**src/rtl/nixie_display_arbiter.sv**
```systemverilog
// Purpose : two-requester arbiter for a 4-digit multiplexed seven-segment/nixie display, with
//           clamp to 9999, serial double-dabble binary-to-BCD conversion and leading-zero blanking.
// Latency : Gnt one edge after Req is sampled; Busy high 14 cycles; digits loaded on the 14th CONV edge.
// Backpressure: none; requesters hold Req while they want the display and the owner keeps it for
//           at least HOLD_FRAMES complete frames while the other requester waits.
//
// Ports:
//   Sys_CLK    - system clock, all state on the rising edge
//   Sys_RST_N  - asynchronous active-low reset
//   Req[1:0]   - level requests, bit 0 = requester A, bit 1 = requester B
//   Data_A/B   - 14-bit binary values of each requester
//   Gnt[1:0]   - one-hot current owner (01 = A, 10 = B, 00 = none)
//   Busy       - binary-to-BCD conversion in progress
//   COM[3:0]   - active-low digit select (1110 units .. 0111 thousands)
//   SEG[7:0]   - active-high segments a..g,dp with a in the MSB

module nixie_display_arbiter #(
    parameter int SCAN_DIV    = 5000,
    parameter int HOLD_FRAMES = 64
) (
    input  logic        Sys_CLK,
    input  logic        Sys_RST_N,
    input  logic [1:0]  Req,
    input  logic [13:0] Data_A,
    input  logic [13:0] Data_B,
    output logic [1:0]  Gnt,
    output logic        Busy,
    output logic [3:0]  COM,
    output logic [7:0]  SEG
);

    localparam int DIV_W = (SCAN_DIV > 1) ? $clog2(SCAN_DIV) : 1;
    localparam int FRM_W = (HOLD_FRAMES > 0) ? $clog2(HOLD_FRAMES + 1) : 1;

    localparam logic [DIV_W-1:0] DIV_LAST  = DIV_W'(SCAN_DIV - 1);
    localparam logic [FRM_W-1:0] FRM_MAX   = FRM_W'(HOLD_FRAMES);
    localparam logic [13:0]      VAL_MAX   = 14'd9999;
    localparam logic [3:0]       LAST_STEP = 4'd13;

    typedef enum logic [1:0] {
        ST_IDLE = 2'd0,
        ST_CONV = 2'd1,
        ST_SHOW = 2'd2
    } state_t;

    // ------------------------------------------------------------------
    // State
    // ------------------------------------------------------------------
    state_t            state_q,     state_d;
    logic [1:0]        gnt_q,       gnt_d;
    logic              last_b_q,    last_b_d;     // 1: B was served last
    logic [13:0]       bin_q,       bin_d;        // binary shift register
    logic [15:0]       bcd_q,       bcd_d;        // BCD accumulator
    logic [3:0]        bit_cnt_q,   bit_cnt_d;
    logic [15:0]       disp_q,      disp_d;       // displayed digits, units in [3:0]
    logic              disp_vld_q,  disp_vld_d;
    logic [DIV_W-1:0]  div_q,       div_d;
    logic [1:0]        digit_q,     digit_d;      // 0 = units .. 3 = thousands
    logic [FRM_W-1:0]  frame_q,     frame_d;

    // ------------------------------------------------------------------
    // Helpers
    // ------------------------------------------------------------------
    function automatic logic [13:0] clamp_val(input logic [13:0] v);
        return (v > VAL_MAX) ? VAL_MAX : v;
    endfunction

    // One double-dabble step: add 3 to any BCD nibble >= 5, then shift
    // {bcd, bin} left by one. Returns {bcd_next[15:0], bin_next[13:0]}.
    function automatic logic [29:0] dd_step(input logic [15:0] bcd, input logic [13:0] bin);
        logic [15:0] adj;
        adj = bcd;
        for (int i = 0; i < 4; i++) begin
            if (adj[i*4 +: 4] >= 4'd5) begin
                adj[i*4 +: 4] = adj[i*4 +: 4] + 4'd3;
            end
        end
        return {adj[14:0], bin, 1'b0};
    endfunction

    function automatic logic [7:0] seg_enc(input logic [3:0] d);
        logic [7:0] s;
        case (d)
            4'd0:    s = 8'b11111100;
            4'd1:    s = 8'b01100000;
            4'd2:    s = 8'b11011010;
            4'd3:    s = 8'b11110010;
            4'd4:    s = 8'b01100110;
            4'd5:    s = 8'b10110110;
            4'd6:    s = 8'b10111110;
            4'd7:    s = 8'b11100000;
            4'd8:    s = 8'b11111110;
            4'd9:    s = 8'b11110110;
            default: s = 8'b00000000;
        endcase
        return s;
    endfunction

    // ------------------------------------------------------------------
    // Scan timing
    // ------------------------------------------------------------------
    // Scanning runs whenever the display register is valid: always in
    // SHOW, and in CONV during a recapture or handover.
    logic             scan_on;
    logic             div_wrap;
    logic             frame_end;
    logic [FRM_W-1:0] frame_inc;
    logic             owner_req;
    logic             other_req;
    logic [29:0]      dd_next;

    assign scan_on   = disp_vld_q;
    assign div_wrap  = scan_on && (div_q == DIV_LAST);
    assign frame_end = div_wrap && (digit_q == 2'd3);
    assign frame_inc = (frame_q == FRM_MAX) ? frame_q : frame_q + 1'b1;
    assign owner_req = |(Req & gnt_q);
    assign other_req = |(Req & ~gnt_q);
    assign dd_next   = dd_step(bcd_q, bin_q);

    // ------------------------------------------------------------------
    // Next-state logic
    // ------------------------------------------------------------------
    logic start_conv;   // capture a value and (re)start conversion
    logic new_owner;    // the capture belongs to a fresh grant
    logic grant_b;      // captured requester is B

    always_comb begin
        state_d    = state_q;
        gnt_d      = gnt_q;
        last_b_d   = last_b_q;
        bin_d      = bin_q;
        bcd_d      = bcd_q;
        bit_cnt_d  = bit_cnt_q;
        disp_d     = disp_q;
        disp_vld_d = disp_vld_q;
        div_d      = div_q;
        digit_d    = digit_q;
        frame_d    = frame_q;
        start_conv = 1'b0;
        new_owner  = 1'b0;
        grant_b    = 1'b0;

        if (scan_on) begin
            div_d = div_wrap ? '0 : div_q + 1'b1;
            if (div_wrap) begin
                digit_d = digit_q + 2'd1;
            end
            if (frame_end) begin
                frame_d = frame_inc;
            end
        end

        case (state_q)
            ST_IDLE: begin
                div_d   = '0;
                digit_d = '0;
                frame_d = '0;
                if (Req != 2'b00) begin
                    start_conv = 1'b1;
                    new_owner  = 1'b1;
                    // On a tie the requester not served last wins.
                    grant_b    = Req[1] && (!Req[0] || !last_b_q);
                end
            end

            ST_CONV, ST_SHOW: begin
                if (!owner_req) begin
                    if (other_req) begin
                        start_conv = 1'b1;
                        new_owner  = 1'b1;
                        grant_b    = gnt_q[0];
                    end else begin
                        state_d    = ST_IDLE;
                        gnt_d      = 2'b00;
                        disp_vld_d = 1'b0;
                        div_d      = '0;
                        digit_d    = '0;
                        frame_d    = '0;
                    end
                end else if (state_q == ST_CONV) begin
                    bcd_d     = dd_next[29:14];
                    bin_d     = dd_next[13:0];
                    bit_cnt_d = bit_cnt_q + 4'd1;
                    if (bit_cnt_q == LAST_STEP) begin
                        disp_d     = dd_next[29:14];
                        disp_vld_d = 1'b1;
                        state_d    = ST_SHOW;
                    end
                end else if (frame_end) begin
                    if ((frame_inc == FRM_MAX) && other_req) begin
                        start_conv = 1'b1;
                        new_owner  = 1'b1;
                        grant_b    = gnt_q[0];
                    end else begin
                        // Refresh the owner's value; old digits stay lit
                        // until the new conversion loads.
                        start_conv = 1'b1;
                        grant_b    = gnt_q[1];
                    end
                end
            end

            default: begin
                state_d = ST_IDLE;
                gnt_d   = 2'b00;
            end
        endcase

        if (start_conv) begin
            state_d   = ST_CONV;
            gnt_d     = grant_b ? 2'b10 : 2'b01;
            last_b_d  = grant_b;
            bin_d     = clamp_val(grant_b ? Data_B : Data_A);
            bcd_d     = '0;
            bit_cnt_d = '0;
            if (new_owner) begin
                frame_d = '0;
            end
        end
    end

    // ------------------------------------------------------------------
    // Registers
    // ------------------------------------------------------------------
    always_ff @(posedge Sys_CLK or negedge Sys_RST_N) begin
        if (!Sys_RST_N) begin
            state_q    <= ST_IDLE;
            gnt_q      <= 2'b00;
            last_b_q   <= 1'b1;
            bin_q      <= '0;
            bcd_q      <= '0;
            bit_cnt_q  <= '0;
            disp_q     <= '0;
            disp_vld_q <= 1'b0;
            div_q      <= '0;
            digit_q    <= '0;
            frame_q    <= '0;
        end else begin
            state_q    <= state_d;
            gnt_q      <= gnt_d;
            last_b_q   <= last_b_d;
            bin_q      <= bin_d;
            bcd_q      <= bcd_d;
            bit_cnt_q  <= bit_cnt_d;
            disp_q     <= disp_d;
            disp_vld_q <= disp_vld_d;
            div_q      <= div_d;
            digit_q    <= digit_d;
            frame_q    <= frame_d;
        end
    end

    // ------------------------------------------------------------------
    // Outputs (decoded from registers only, so reset clears them at once)
    // ------------------------------------------------------------------
    logic [3:0] cur_digit;
    logic       blank;

    assign cur_digit = disp_q[digit_q*4 +: 4];

    // Digits above the most significant nonzero digit are dark; units never.
    always_comb begin
        blank = 1'b0;
        case (digit_q)
            2'd1:    blank = (disp_q[15:4]  == 12'd0);
            2'd2:    blank = (disp_q[15:8]  == 8'd0);
            2'd3:    blank = (disp_q[15:12] == 4'd0);
            default: blank = 1'b0;
        endcase
    end

    assign Gnt  = gnt_q;
    assign Busy = (state_q == ST_CONV);
    assign COM  = scan_on ? ~(4'b0001 << digit_q) : 4'b1111;
    assign SEG  = (scan_on && !blank) ? seg_enc(cur_digit) : 8'b00000000;

endmodule

```
**config.mk**
```make
export PLATFORM = sky130hd
export DESIGN_NAME = nixie_display_arbiter
export DESIGN_NICKNAME = d
export VERILOG_FILES = /design/src/rtl/nixie_display_arbiter.sv
export SDC_FILE = /design/constraint.sdc
export NUM_CORES = 1
export LEC_CHECK = 0
export CAP_MARGIN = 20
export CORE_MARGIN = 1
export CORE_UTILIZATION = 50
export DETAILED_ROUTE_END_ITERATION = 7
export PLACE_DENSITY = 0.77
export SYNTH_ARGS = -nofsm -noshare
export SYNTH_HDL_FRONTEND = slang
export SYNTH_SLANG_ARGS = --single-unit
```
**constraint.sdc**
```tcl
create_clock -name Sys_CLK -period 3.53 [get_ports Sys_CLK]
set_input_delay 0.706 -clock Sys_CLK [delete_from_list [all_inputs] [get_ports Sys_CLK]]
set_output_delay 0.706 -clock Sys_CLK [all_outputs]
set_load 0.01 [all_outputs]
```
-- Word-level counts from Yosys, hierarchy flattened
Memory sizes are Yosys's and may differ from the RTL's.
Index checks and enable logic that the tools add are counted.
Widths: inputs -> output; s select.
- reductions and logical operators: 25
- multiplexer cells: 71
- eq/ne operators: 18
- order comparisons: 5
- $add $sub $neg: 8
- bitwise operators: 4
- shift operators: 2
- operators with widths (cell ; count):
    $mux 14 ; 6
    $mux 16 ; 4
    $mux 13 ; 4
    $mux 7 ; 7
    $mux 4 ; 8
    $pmux 13 s2 ; 1
    $mux 2 ; 12
    $mux 1 ; 19
    $ge 4x3->1 const B ; 4
    $shiftx 16x5->4 ; 1
    $eq 7x7->1 const B ; 2
    $gt 14x14->1 const B ; 1
    $pmux 7 s2 ; 1
    $add 13x1->13 const B ; 1
    $eq 13x13->1 const B ; 1
    $add 4x2->4 const B ; 3
    $logic_not 12->1 ; 1
    $ne 4x4->1 const B ; 3
    $pmux 2 s2 ; 3
    $reduce_and 4->1 ; 3
    $logic_not 8->1 ; 1
    $mux 8 ; 1
    $reduce_bool 2->1 ; 4
    $add 7x1->7 const B ; 1
    other kinds (23) ; 41
- output and inout port bits: 15
- logic and storage cells: 145
- memories kept: 1
- ROM bits: 112
- input port bits: 32
- flip-flop bits (word level): 78
- memory list (memory ; depth ; width ; rd ports ; clocked after memory_dff ; wr ports ; line ; source):
    (name not given) ; 16 ; 7 ; 1 ; 0 ; 0 ; 83 ; case (d)

-- Logic depth before layout (Yosys ltp)
Gate-level depths: netlist of run 1.
- depth after elaboration: 13
- depth in mapped cells: 12
- depth with buffers taken out: 10

-- Worst setup path after synthesis of run 1
OpenSTA, ideal clock, no wires.
- path type: register -> register
- start point: reg frame_q[0]
- end point: reg bin_q[0]
- clock period less this slack: 2761 ps
- stages on the path, launching flop included: 12
- slack: 769 ps
- path buffers: 1
- setup time: 122 ps
- arrival: 2639 ps
- required time: 3408 ps
- cells stage by stage: dfrtp_1 > inv_1 > ha_1 > nor4b_1 > nand3b_1 > a211o_1 > a2111oi_4 > mux2i_1 > a21oi_1 > buf_6 > or3b_1 > a32o_1
- longest elaborated chain between the ends: 13
- elaborated cells on any way between the ends: 14
- those cells by class: 1 x add/sub; 1 x order compare; 2 x eq/ne; 9 x mux; 1 x reduce/logical
- RTL lines (item ; line ; source):
    start, declared ; 59 ; logic [FRM_W-1:0] frame_q, frame_d;
    start signal, assigned ; 249 ; frame_q <= frame_d;
    $add 7x1->7 or $eq 7x7->1 (tied branches) ; 115 ; assign frame_inc = (frame_q == FRM_MAX) ? frame_q : frame_q + 1'b1;
    $mux 7 (*) ; 115 ;
    $eq 7x7->1 (*) ; 190 ; if ((frame_inc == FRM_MAX) && other_req) begin
    $logic_and 1x1->1 (*) ; 190 ;
    $mux 1 (*) ; 190 ;
    $mux 1 (*) ; 189 ; end else if (frame_end) begin
    $mux 1 (*) ; 180 ; end else if (state_q == ST_CONV) begin
    $mux 1 (*) ; 167 ; if (!owner_req) begin
    $pmux 1 s2 (*) ; 153 ; case (state_q)
    $mux 14 (*) ; 213 ; bin_d = clamp_val(grant_b ? Data_B : Data_A);
    $gt 14x14->1 ; 65 ; return (v > VAL_MAX) ? VAL_MAX : v;
    $mux 14 (*) ; 65 ;
    $mux 14 (*) ; 209 ; if (start_conv) begin
    end signal, assigned ; 242 ; bin_q <= bin_d;
    end, declared ; 52 ; logic [13:0] bin_q, bin_d;
Mark *: on every way between the ends. The rest lies on a longest branch, timed or not.
A chain may end at the register's enable or synchronous reset.

-- Final worst setup path of run 1
- start point: reg digit_q[0]
- end point: out SEG[3]
- longest elaborated chain between the ends: 5
- elaborated cells on any way between the ends: 9
- those cells by class: 3 x eq/ne; 1 x shift; 2 x mux; 2 x reduce/logical; 1 x memory
- RTL lines (item ; line ; source):
    start, declared ; 58 ; logic [1:0] digit_q, digit_d;
    start signal, assigned ; 248 ; digit_q <= digit_d;
    branches (longest 4 deep; another with $mem_v2 16x7) ; n/a ;
    $mux 8 (*) ; 275 ; assign SEG = (scan_on && !blank) ? seg_enc(cur_digit) : 8'b00000000;
    end, declared ; 29 ; output logic [7:0] SEG
Mark *: on every way between the ends.

==> summary.md, run 1 <==
| Metric | Value |
|---|---|
| WL met1 | 4648 um |
| Static leakage | 2.363 nW |
| Share of cells above drive strength 1 | 10.38% |
| Die height | 99.67 um |
| Largest net degree at the start of global routing | 79 |
| IO Pins | 47 |
| Grt total ovfl | 0 |
| Clk_skew | 0.01070 ns |
| Worst Hold Class | flip-flop to flip-flop |
| CP startpoint kind | flip-flop |
| Critical Path Fanout Max | 8 |
| Worst-Margin Slew | 0.9713 ns |
| P&R area growth vs syn | 16.21% |
| Count of TritonRoute iterations in the first routing pass | 5 |
| Mapped Nets | 567 |
| Starting DRT DRC Count | 130 |
| Status | complete, no violations |
| Post-layout util | 59.99% |
| Die width | 99.67 um |
| CP Capture Type | output pin |
| Drt drc | 0 |
| YS warnings | 0 |
| Number of synthesized register bits | 78 |
| Pwr Density | 559.9 mW/mm2 |
| Overall power | 3.104 mW |
| Fin cells | 688 |
| Die area | 0.009934 mm2 |
| Worst-Skew Late Latency | 0.36 ns |
| Peak VDD IR | 0.0004428 V |
| Cells after Synth | 508 |
| Cell variety after synth | 55 |
| Final Hold Vio Count | 0 |
| Via/cell ratio | 5.632 |
| Clk slew on worst S/H paths | 0.09 ns |
| Hold_buf cts | 0 |
| WL/cell | 14.80 um |
| FMAX | 0.2957 GHz |
| Slew HR | 35.25% |
| RSZ-0062 raised after global routing | false |
| H-tree depth | 3 |
| Tcrit/Tclk final | 95.79% |
| # diodes | 0 |
| Metal3 WL | 313 um |
| Global-route wire length before repair | 17390 um |
| Sequential share of the synthesized area | 40.95% |
| CTS root buf | clkbuf_8 |
| GR Util All Layers | 22.11% |
| Max-Cap Viols | 0 |
| Required time of the critical path | 2.82 ns |
| Vias in the first global route | 3853 |
| CP arrival | 2.68 ns |
| NumNets Final | 613 |
| Number of synthesized flops with an enable pin | 0 |
| Dominant synthesized flop cell | dfrtp_1 |
| CTS buffer count | 9 |
| Post-Route WL | 10180 um |
| Post-layout minimum cycle time | 3.381 ns |
| Clock Tree Buf Depth | 2 |
| Post-route setup TNS | 0 ns |
| Synth area leaders | dfrtp_1, ha_1, nand2_1 |
| Final ANT Viol Nets | 0 |
| Async set-reset flop share out of synthesis | 100.0% |
| Core Region | 0.009240 mm2 |
| DR vias | 3875 |
| Initial antenna violation count | 0 |
| Sink Count | 78 |
| Mapped Area | 0.004770 mm2 |
| Placed cells | 672 |
| Detailed placement HPWL | 7461 um |
| Area share of the largest cell type after synthesis | 40.40% |
| Starting Density | 51.62% |
| Row cnt | 35 |
| Met2 Routed Length | 5085 um |
| Port Buf Inserts | 45 |
| TritonCTS clock tree | yes |
| Final setup vio count | 0 |
| Worst setup path class | flip-flop to output pin |
| Fin. max-slew vios | 0 |
| Top sig layer | met4 |
| Post-Syn Area per Cell | 9.389 um2 |
| Placer congestion estimate | 0.8188 |
| Synth area leader | dfrtp_1 |
report_power, final:
group	switching, mW	total (mW)	internal [mW]
clock	0.368	0.702	0.334
combinational	0.753	1.27	0.520
sequential	0.0961	1.13	1.03
total	1.22	3.10	1.89
synthesized netlist by cell type (3+ instances only):
cell,n
nor3_1,9
nand2_1,63
a22o_1,4
nor3b_1,14
nand4_1,8
o22ai_1,6
or2_2,4
mux4_2,4
a31oi_1,5
and3_1,8
dfrtp_1,77
xnor2_1,16
xor2_1,13
nand3_1,10
o32a_1,6
mux2_2,10
nand2b_1,10
mux2i_1,8
buf_4,3
a32o_1,5
ha_1,27
o21ai_0,25
inv_1,27
nor2_1,51
buf_2,4
buf_6,5
clkbuf_1,6
a22oi_1,3
o31ai_1,12
a21oi_1,31
nor4_1,4
final timing paths:
kind	cells past startpoint	endpoint	slack (ns)	startpoint
setup / recovery	8	SEG[3]	0.15	digit_q[0]
hold / removal	2	last_b_q	0.48	last_b_q
setup reg to reg	11	bin_q[12]	0.49	frame_q[0]
hold reg to reg	2	last_b_q	0.48	last_b_q
max in group asynchronous	1	digit_q[0]	2.35	Sys_RST_N
min in group asynchronous	1	bin_q[3]	0.50	Sys_RST_N
state kept, by name, summed over array words and instances (netlist names):
signal / flops
frame_q: 7
last_b_q: 1
digit_q: 2
disp_vld_q: 1
bcd_q: 16
bin_q: 14
bit_cnt_q: 4
div_q: 13
Gnt: 2
state_q: 2
disp_q: 16
layout by cell type (no fill, tap or decap), types with 8 or more instances in the layout:
cell type / instances
xnor2_1: 16
o31ai_1: 12
ha_1: 27
nor3b_1: 14
buf_4: 9
nand2b_1: 10
a21oi_1: 30
inv_1: 27
o21ai_0: 25
mux2i_1: 8
nand3_1: 10
mux2_2: 10
dfrtp_1: 76
nor3_1: 9
nor2_1: 51
clkbuf_8: 9
nand4_1: 8
nand2_1: 63
clkdlybuf4s50_1: 44
and3_1: 8
xor2_1: 13
critical path: stages, from the launching register on:
cell and delay (ns):
dfrtp_2 0.50, mux4_2 0.59, inv_1 0.16, ha_1 0.21
a21oi_1 0.08, nor2_1 0.12, a31oi_1 0.06, nor2_1 0.09
clkdlybuf4s50_1 0.53
timing repair:
item / 4_1_cts / 5_1_grt
endpoints found under the setup margin: 0 / 5
setup buffers: 0 / 0
endpoints found under the hold margin: 0 / 0
resized for setup: 0 / 1
per-stage QoR:
step	worst slack [ns]	instance area (um2)	hold WS, ns
3_3_place_gp	0.3732	5338	0.4594
4_1_cts	0.02534	5542	0.4806
5_1_grt	0.01729	5543	0.5091
6_report	0.1485	5543	0.4772
2_1_floorplan	0.7692	4770	0.4104
3_5_place_dp	0.2237	5338	0.4662
metal layers:
layer  vias up  GRT usage (%)
met1      1901          27.43
met5         -              0
met3        15          4.427
met2        74          38.20
met4         0          7.919
li1       1885              -
kinds of logic after synthesis:
family	count (synthesis)	share of synthesized area, %
buffers and inverters	46	4.748
AO/OA/AOI/OAI	107	15.08
XOR/XNOR	29	5.325
multiplexers	22	5.929
AND/OR/NAND/NOR	198	20.80
adder cells (fa/ha/maj)	27	7.083
other	1	0.07862
flip-flops	78	40.95
area by class of cell:
class	instances	area, um2
Timing Repair Buffer	54	528.0
Sequential cell	78	1954
Clock inverter	7	80.08
Tap cell	129	161.4
Inverter	27	101.3
Fill cell	784	3697
Clock buffer	9	123.9
Multi-Input combinational cell	384	2594
Power figures use the tool's default switching activity.
==> run 2: changes to the inputs <==
--- a/config.mk
+++ b/config.mk
@@ -9,6 +9,7 @@
 export CORE_MARGIN = 1
 export CORE_UTILIZATION = 50
 export DETAILED_ROUTE_END_ITERATION = 7
+export GPL_ROUTABILITY_DRIVEN = 0
 export PLACE_DENSITY = 0.77
 export SYNTH_ARGS = -nofsm -noshare
 export SYNTH_HDL_FRONTEND = slang
==> results of run 2 <==
Final layout, timing and power as in run 1 (identical DEF).
